**src/rtl/nz_brick_encoder_pkg.sv**
```systemverilog
// nz_brick_encoder_pkg: shared state encodings and lane-offset width helper
package nz_brick_encoder_pkg;
  localparam logic [0:0] IDLE = 1'b0;
  localparam logic [0:0] EMIT = 1'b1;
  function automatic int off_w(input int lanes);
    return $clog2(lanes);
  endfunction
endpackage

```
**src/rtl/nz_brick_encoder_if.sv**
```systemverilog
// nz_brick_encoder_if: brick-in / beat-out handshake bundle
interface nz_brick_encoder_if
  import nz_brick_encoder_pkg::*;
#(
  parameter int N = 16,
  parameter int LANES = 16,
  parameter int ADDR_SIZE = 16,
  localparam int OFF_W = off_w(LANES)
);
  logic in_valid;
  logic in_ready;
  logic [LANES*N-1:0] in_data;
  logic [ADDR_SIZE-1:0] base_addr;
  logic out_valid;
  logic out_ready;
  logic [N-1:0] out_data;
  logic [OFF_W-1:0] out_offset;
  logic [ADDR_SIZE-1:0] out_addr;
  logic out_last;
  logic out_empty;
  modport master (
    output in_valid, in_data, base_addr, out_ready,
    input in_ready, out_valid, out_data, out_offset, out_addr, out_last, out_empty
  );
  modport slave (
    input in_valid, in_data, base_addr, out_ready,
    output in_ready, out_valid, out_data, out_offset, out_addr, out_last, out_empty
  );
endinterface

```
**src/rtl/nz_brick_encoder_lsb_onehot_enc.sv**
```systemverilog
// lsb_onehot_enc: isolates the lowest set bit of vec and encodes its index
module lsb_onehot_enc
  import nz_brick_encoder_pkg::*;
#(
  parameter int LANES = 16,
  localparam int OFF_W = off_w(LANES)
) (
  input  logic [LANES-1:0] vec,
  output logic [LANES-1:0] onehot,
  output logic [OFF_W-1:0] idx,
  output logic             valid
);
  assign onehot = vec & (~vec + LANES'(1));
  assign valid = |vec;
  always_comb begin
    idx = '0;
    for (int i = 0; i < LANES; i++) idx |= onehot[i] ? OFF_W'(i) : '0;
  end
endmodule

```
**src/rtl/nz_brick_encoder.sv**
```systemverilog
// nz_brick_encoder: zero-skipping brick encoder, one beat per non-zero lane
module nz_brick_encoder
  import nz_brick_encoder_pkg::*;
#(
  parameter int N = 16,
  parameter int LANES = 16,
  parameter int ADDR_SIZE = 16,
  localparam int OFF_W = off_w(LANES)
) (
  input logic clk,
  input logic rst,
  nz_brick_encoder_if.slave bus
);
  logic [0:0] state;
  logic [LANES*N-1:0] brick;
  logic [LANES-1:0] mask, onehot, in_mask;
  logic [ADDR_SIZE-1:0] base;
  logic [OFF_W-1:0] off;
  logic any, emit, last, beat, done, accept;
  lsb_onehot_enc #(.LANES(LANES)) u_enc (.vec(mask), .onehot(onehot), .idx(off), .valid(any));
  for (genvar l = 0; l < LANES; l++) assign in_mask[l] = |bus.in_data[l*N +: N];
  // an empty mask while in EMIT is the single empty-brick beat, which is also last
  assign emit = state == EMIT;
  assign last = (mask & (mask - LANES'(1))) == '0;
  assign beat = emit && bus.out_ready;
  assign done = beat && last;
  assign accept = bus.in_valid && bus.in_ready;
  assign bus.in_ready = !emit || done;
  assign bus.out_valid = emit;
  assign bus.out_last = emit && last;
  assign bus.out_empty = emit && !any;
  assign bus.out_offset = emit ? off : '0;
  assign bus.out_data = emit ? brick[off*N +: N] : '0;
  assign bus.out_addr = emit ? base + ADDR_SIZE'(off) : '0;
  always_ff @(posedge clk or posedge rst)
    if (rst) begin
      state <= IDLE;
      brick <= '0;
      mask <= '0;
      base <= '0;
    end else if (accept) begin
      state <= EMIT;
      brick <= bus.in_data;
      mask <= in_mask;
      base <= bus.base_addr;
    end else if (beat) begin
      state <= done ? IDLE : EMIT;
      mask <= mask & ~onehot;
    end
endmodule

```
**src/flat_wrapper.sv**
```systemverilog
// flat-port wrapper written by rule: the top's interface ports become plain ports
module nz_brick_encoder_flat import nz_brick_encoder_pkg::*;
#(
  parameter int N = 16,
  parameter int LANES = 16,
  parameter int ADDR_SIZE = 16,
  localparam int OFF_W = off_w(LANES)
)
  (clk, rst, bus_in_valid, bus_in_data, bus_base_addr, bus_out_ready, bus_in_ready, bus_out_valid, bus_out_data, bus_out_offset, bus_out_addr, bus_out_last, bus_out_empty);
  nz_brick_encoder_if #(.N(N), .LANES(LANES), .ADDR_SIZE(ADDR_SIZE)) bus_i ();
  input logic clk;
  input logic rst;
  input wire logic [$bits(bus_i.in_valid)-1:0] bus_in_valid;
  input wire logic [$bits(bus_i.in_data)-1:0] bus_in_data;
  input wire logic [$bits(bus_i.base_addr)-1:0] bus_base_addr;
  input wire logic [$bits(bus_i.out_ready)-1:0] bus_out_ready;
  output wire logic [$bits(bus_i.in_ready)-1:0] bus_in_ready;
  output wire logic [$bits(bus_i.out_valid)-1:0] bus_out_valid;
  output wire logic [$bits(bus_i.out_data)-1:0] bus_out_data;
  output wire logic [$bits(bus_i.out_offset)-1:0] bus_out_offset;
  output wire logic [$bits(bus_i.out_addr)-1:0] bus_out_addr;
  output wire logic [$bits(bus_i.out_last)-1:0] bus_out_last;
  output wire logic [$bits(bus_i.out_empty)-1:0] bus_out_empty;
  assign bus_i.in_valid = bus_in_valid;
  assign bus_i.in_data = bus_in_data;
  assign bus_i.base_addr = bus_base_addr;
  assign bus_i.out_ready = bus_out_ready;
  assign bus_in_ready = bus_i.in_ready;
  assign bus_out_valid = bus_i.out_valid;
  assign bus_out_data = bus_i.out_data;
  assign bus_out_offset = bus_i.out_offset;
  assign bus_out_addr = bus_i.out_addr;
  assign bus_out_last = bus_i.out_last;
  assign bus_out_empty = bus_i.out_empty;
  nz_brick_encoder #(.N(N), .LANES(LANES), .ADDR_SIZE(ADDR_SIZE)) u_core (.clk(clk), .rst(rst), .bus(bus_i));
endmodule
```
**config.mk**
```make
export PLATFORM = sky130hd
export DESIGN_NAME = nz_brick_encoder_flat
export DESIGN_NICKNAME = d
export VERILOG_FILES = /design/src/rtl/nz_brick_encoder_pkg.sv /design/src/rtl/nz_brick_encoder_if.sv /design/src/rtl/nz_brick_encoder_lsb_onehot_enc.sv /design/src/rtl/nz_brick_encoder.sv /design/src/flat_wrapper.sv
export SDC_FILE = /design/constraint.sdc
export NUM_CORES = 1
export LEC_CHECK = 0
export ABC_AREA = 1
export CAP_MARGIN = 25
export CORE_UTILIZATION = 48
export CTS_CLUSTER_DIAMETER = 150
export CTS_CLUSTER_SIZE = 14
export DETAILED_ROUTE_END_ITERATION = 8
export GPL_TIMING_DRIVEN = 0
export PLACE_DENSITY = 0.75
export SYNTH_ARGS = -nofsm -noshare
export SYNTH_HDL_FRONTEND = slang
export SYNTH_SLANG_ARGS = --single-unit
```
**constraint.sdc**
```tcl
create_clock -name clk -period 21.7 [get_ports clk]
set_input_delay 2.17 -clock clk [delete_from_list [all_inputs] [get_ports clk]]
set_output_delay 2.17 -clock clk [all_outputs]
set_load 0.05 [all_outputs]
```
Word-level counts from Yosys, hierarchy flattened
Index checks and enable logic that the tools add are counted.
{ "op_classes": {"addsub": 3, "mul": 0, "div": 0, "order_cmp": 0, "n_eq_ne": 0, "n_shift": 1, "n_mux": 23, "n_bitwise": 19, "n_reduce_logical": 27} }
{ "op_table": {"columns": ["operator", "n"], "rows": [
  ["OR reduction 16 bit", 17],
  ["variable part select 256 x 9 -> 16 bit", 1],
  ["2-to-1 mux 16 bit", 4],
  ["bitwise AND 16 bit", 3],
  ["2-to-1 mux 4 bit", 9],
  ["inverter 16 bit", 2],
  ["OR 4 bit", 7],
  ["adder 16 x 1 -> 16 bit, second input constant", 1],
  ["adder 16 x 4 -> 16 bit", 1],
  ["zero test 16 bit", 1],
  ["subtractor 16 x 1 -> 16 bit, second input constant", 1],
  ["2-to-1 mux 3 bit", 4],
  ["OR 3 bit", 3],
  ["logical AND 1 bit", 5],
  ["2-to-1 mux 1 bit", 4],
  ["2-to-1 mux 2 bit", 2],
  ["OR 3 x 4 -> 4 bit", 1],
  ["OR 2 x 3 -> 3 bit", 1],
  ["zero test 1 bit", 2],
  ["OR 1 x 2 -> 2 bit", 1],
  ["OR 2 bit", 1],
  ["nonzero test 2 bit", 1],
  ["logical OR 1 bit", 1]
]} }
{ "word_totals": {"ff_bits": 289, "latchBits": 0, "ramBits": 0, "romBits": 0, "in_bits": 276, "output_inout_bits": 40, "elab_cells": 77, "memories": 0} }

Logic depth before layout (Yosys ltp)
{ "logic_depth": {"ltp_word": 20, "mapped_depth": 23, "depth_no_buf": 21} }

By module
From an unflattened synthesis, not the netlist that was laid out.
{ "unflattened": {"cells_unflattened": 2053, "hier_area_um2": 15349.7} }
{ "modules_own_cells": {"columns": ["mod", "n_inst", "cells_each", "area_per_inst_um2", "seq_area_each_um2"], "rows": [
  ["nz_brick_encoder", 1, 1957, 14905.5, 7231.9],
  ["lsb_onehot_enc", 1, 96, 444.2, 0.0]
]} }

Worst setup path after synthesis
Ideal clock, no wire load.
{ "synth_timing": {"path_type": "register -> output", "start": "register u_core.mask[2]", "end": "output port bus_out_addr[12]", "arrival_ps": 3933, "required_ps": 19530, "setup_slack_ps": 15597, "path_stages_with_launch": 22, "path_buffers": 2, "cell_sequence": "dfrtp_1 nor2_2 nand2_2 nor2_2 nand3_1 nand2_1 inv_2 nand2_2 buf_6 buf_4 ha_1 fa_1 nand3_1 nand3_1 nand2_1 nor2_1 nand2_1 nor2_1 nand2_1 nor3b_1 a21oi_1 nor3_1"} }
{ "synth_between": {"elab_chain_len": 20, "word_cells_on_any_way": 33, "classes_between": "add/sub: 2; mux: 15; bitwise: 16"} }
{ "synth_lines": {"columns": ["element", "line_no", "source"], "rows": [
  ["from (decl)", "nz_brick_encoder.sv:16", "logic [LANES-1:0] mask, onehot, in_mask;"],
  ["from (signal assigned)", "nz_brick_encoder.sv:44", "mask <= in_mask;"],
  ["from (signal assigned)", "nz_brick_encoder.sv:48", "mask <= mask & ~onehot;"],
  ["inverter 16 bit", "nz_brick_encoder_lsb_onehot_enc.sv:13", "assign onehot = vec & (~vec + LANES'(1));"],
  ["adder 16 x 1 -> 16 bit", "nz_brick_encoder_lsb_onehot_enc.sv:13", null],
  ["bitwise AND 16 bit *", "nz_brick_encoder_lsb_onehot_enc.sv:13", null],
  ["2-to-1 mux 2 bit", "nz_brick_encoder_lsb_onehot_enc.sv:17", "for (int i = 0; i < LANES; i++) idx |= onehot[i] ? OFF_W'(i) : '0;"],
  ["OR 1 x 2 -> 2 bit", "nz_brick_encoder_lsb_onehot_enc.sv:17", null],
  ["OR 2 bit", "nz_brick_encoder_lsb_onehot_enc.sv:17", null],
  ["OR 2 x 3 -> 3 bit", "nz_brick_encoder_lsb_onehot_enc.sv:17", null],
  ["OR 3 bit (3 in series)", "nz_brick_encoder_lsb_onehot_enc.sv:17", null],
  ["OR 3 x 4 -> 4 bit", "nz_brick_encoder_lsb_onehot_enc.sv:17", null],
  ["OR 4 bit (6 in series)", "nz_brick_encoder_lsb_onehot_enc.sv:17", null],
  ["OR 4 bit *", "nz_brick_encoder_lsb_onehot_enc.sv:17", null],
  ["adder 16 x 4 -> 16 bit *", "nz_brick_encoder.sv:34", "assign bus.out_addr = emit ? base + ADDR_SIZE'(off) : '0;"],
  ["2-to-1 mux 16 bit *", "nz_brick_encoder.sv:34", null],
  ["to (decl)", "flat_wrapper.sv:21", "output wire logic [$bits(bus_i.out_addr)-1:0] bus_out_addr;"]
]} }
Every way passes the cells marked *; elsewhere a longest branch is shown, timed or not.

Worst setup path after layout
{ "layout_timing": {"start": "register u_core.mask[2]", "end": "output port bus_out_addr[11]"} }
Same word-level chain as after synthesis.

==> flow_summary.toml <==
[run_status]
status = "finished, final reports clean"

[setup_path]
cp-end-kind = "primary output"
cp.arrival_ps = 5690
worstPathMaxFanout = 10
slowest_delay_ps = 830
crit_path_top_delay_cell = "clkdlybuf4s50_1"
cp_cell_sequence = "nor2_2 > nand2_2 > nor2_1 > nand3_1 > nand3_1 > nor3_2 > inv_1 > clkbuf_1 > ha_1 > nand3_1 > nand2_1 > nand2_1 > a21boi_0 > nand2_1 > nor2_1 > nand2_1 > nor3_1 > nand2_1 > nand2_1 > nand2_1 > nor2_1 > clkdlybuf4s50_1"
critPathKind = "flop to primary output"
critPathLaunchType = "flop"
crit_required_ps = 19530
crit_top_cell = "nand2_1"

[routing]
viasPerCell = 5.59
drt_iter0_drc = 1473
wl_mm = 59.6
wl_per_cell_um = 19.5
route.detailed.drc = 0
ant_nets = 0
vias = 17115
dr.pass1.iters = 6

[cells_and_area]
area_delta_synth_final_pct = 27.1
layout.nets = 2898
drive_gt1_share_pct = 5.24
multi_input_area_sq_um = 7200
regArea_sq_um = 7230
fill_cells = 3076

[sta]
slew_headroom_pct = 42.5
setup_tns_ps = 0
finalCriticalPeriod_ps = 7860
worst_pin_slew_ps = 862
skew_ps = 16.8
finalWorstSetupSlack_ps = 13840
period_share_pct = 36.2
finalSetupViolCount = 0
rsz0062_at_grt = "no"
max_freq_mhz = 127
hold_viol_final = 0
drv_slew = 0

[synth]
synthCells = 2274
synth_seq_cells = 289
ys_seq_area_share_pct = 44.6
syn_nets = 2556
synthDistinctLibCells = 33
syn_area_per_cell_sq_um = 7.13
syn_area_sq_um = 16200
yosys_warnings = 0

[placement]
gp_congestion = 0.991
pre_cts_ws_ps = 14530
dpl.hpwl_mm = 46.6
port-buffer-count = 314

[hold_path]
hp-class = "flop to flop"

[cts]
tritoncts = "built"
htreeDepth = 1
clock-sinks = 289
clk_pin_slew_ps = 70
cts-buffers-inserted = 24
cts_root_buf = "clkbuf_16"
ctsHoldBuffers = 0
cts_resized = 0
post-cts-setup-buffer-count = 0
clkLatencyLatePin_ps = 540
clockBufferDepth = 3

[job]
max_cap_violations = 0

[grt]
grt_max_degree = 131
grt_pass1_vias = 16523
gr-total-overflow = 0
grt_use_total_pct = 34.7
antenna_found_initial = 0
grt_pass1_wl_mm = 90.5

[power_and_ir_drop]
max-vdd-ir-drop_mv = 0.237
power_density_nw_per_um2 = 196
power.leakage_nw = 10.5
finalPower_w = 0.00405

[floorplanning]
io_pins = 316
rows = 66
fp.dieW_um = 186
die_area_sq_um = 34500
dieHeight_um = 186
core_area_sq_um = 32900
start_util_pct = 49.3
[worst paths after layout]
kind	start	end	slack, ps	cells after the start
worst min register to register	u_core.brick[36]	u_core.brick[36]	470	2
worst max register to register	u_core.mask[6]	u_core.brick[181]	18880	14
worst min-delay path	u_core.brick[36]	u_core.brick[36]	470	2
min in group asynchronous	rst	u_core.brick[85]	2110	2
max in group asynchronous	rst	u_core.brick[243]	18160	4
worst max-delay path	u_core.mask[2]	bus_out_addr[11]	13840	22
[layout by cell type (no fill, tap or decap), drive strengths merged]
master	netlist	final
inv	277	277
ha	5	5
nand3b	45	45
dfrtp	289	289
diode	0	1
fa	1	1
nand3	487	487
nor4b	1	1
xor2	2	2
clkbuf	50	75
nor3b	2	2
o211ai	15	15
a21oi	10	10
a21boi	2	2
nor4	67	67
clkinvlp	0	1
nand2	779	779
clkdlybuf4s50	0	314
mux2i	1	1
buf	95	97
nor3	8	8
o21ai	68	68
nor2	48	48
xnor2	1	1
nand4	21	21
[where the power goes]
group	switching [W]	internal, W	leakage (nW)	total, W
sequential	0.000160	0.000783	3.64	0.000944
combinational	0.00188	0.000825	6.55	0.00271
clock	0.000196	0.000203	0.308	0.000398
total	0.00224	0.00181	10.5	0.00405
[registers in the layout, indices dropped and copies added, names as in the netlist]
register              cells
u_core.brick            256
u_core.base              16
u_core.bus.out_valid      1
u_core.mask              16
[per-layer routing]
| layer | routed length [um] | up-vias | GRT usage [%] |
|---|---|---|---|
| li1 | - | 7993 | - |
| met2 | 27800 | 812 | 57.4 |
| met4 | 2110 | 0 | 12.4 |
| met3 | 4860 | 121 | 5.46 |
| met5 | 0 | - | 0 |
| met1 | 24800 | 8189 | 46.0 |
[worst max-delay path, delay by kind of cell, from the launching register on]
| family | cells | cell delay [ps] |
|---|---|---|
| AO/OA/AOI/OAI | 1 | 370 |
| adder cells (fa/ha/maj) | 1 | 480 |
| buffers and inverters | 3 | 1470 |
| flip-flops | 1 | 430 |
| AND/OR/NAND/NOR | 17 | 2410 |
[cells in the mapped netlist, drive strengths merged]
master / instances / share of area, %
nand4: 21 / 0.81
nor2: 48 / 1.3
xor2: 2 / 0.11
nand3: 487 / 15
nor4b: 1 / 0.054
ha: 5 / 0.39
nand2: 779 / 18
o211ai: 15 / 0.69
nand3b: 45 / 2.1
o21ai: 68 / 2.1
dfrtp: 289 / 45
inv: 277 / 6.4
a21oi: 10 / 0.31
nor4: 67 / 2.6
nor3: 8 / 0.34
buf: 95 / 3.5
fa: 1 / 0.12
mux2i: 1 / 0.062
xnor2: 1 / 0.054
clkbuf: 50 / 1.2
nor3b: 2 / 0.093
a21boi: 2 / 0.093
[area by class of cell]
| type | instances | area share, % |
|---|---|---|
| sequential | 289 | 35.1 |
| multi-input combinational | 1563 | 34.9 |
| inverter | 277 | 5.08 |
| clock buffer | 25 | 3.04 |
| timing repair buffer | 316 | 15.5 |
| clock inverter | 1 | 0.0364 |
| antenna | 1 | 0.0121 |
| buffer | 145 | 3.64 |
| tap | 442 | 2.68 |
[cell families (layout without fill, tap and decap cells)]
| kind of cell | count (synthesis) | in the layout | synth area share (%) |
|---|---|---|---|
| xor gates and xnor gates | 3 | 3 | 0.162 |
| AOI/OAI and AO/OA | 95 | 95 | 3.19 |
| DFF | 289 | 289 | 44.6 |
| adders and majority gates | 6 | 6 | 0.509 |
| muxes | 1 | 1 | 0.0617 |
| other | 0 | 1 | 0 |
| and+or+nand+nor | 1458 | 1458 | 40.4 |
| buffers and inverters | 422 | 764 | 11.0 |
[metrics by stage]
stage | cells | cell area, sq um | utilization, % | hold WS, ps
floorplan | 2274 | 16200 | - | 433
global placement | 3030 | 19900 | 60.6 | 449
detailed placement | 3032 | 20000 | 60.8 | 453
CTS | 3058 | 20600 | 62.7 | 468
global route | 3058 | 20600 | 62.7 | 479
finish | 3059 | 20600 | 62.7 | 469
(Power assumes the default switching activity.)
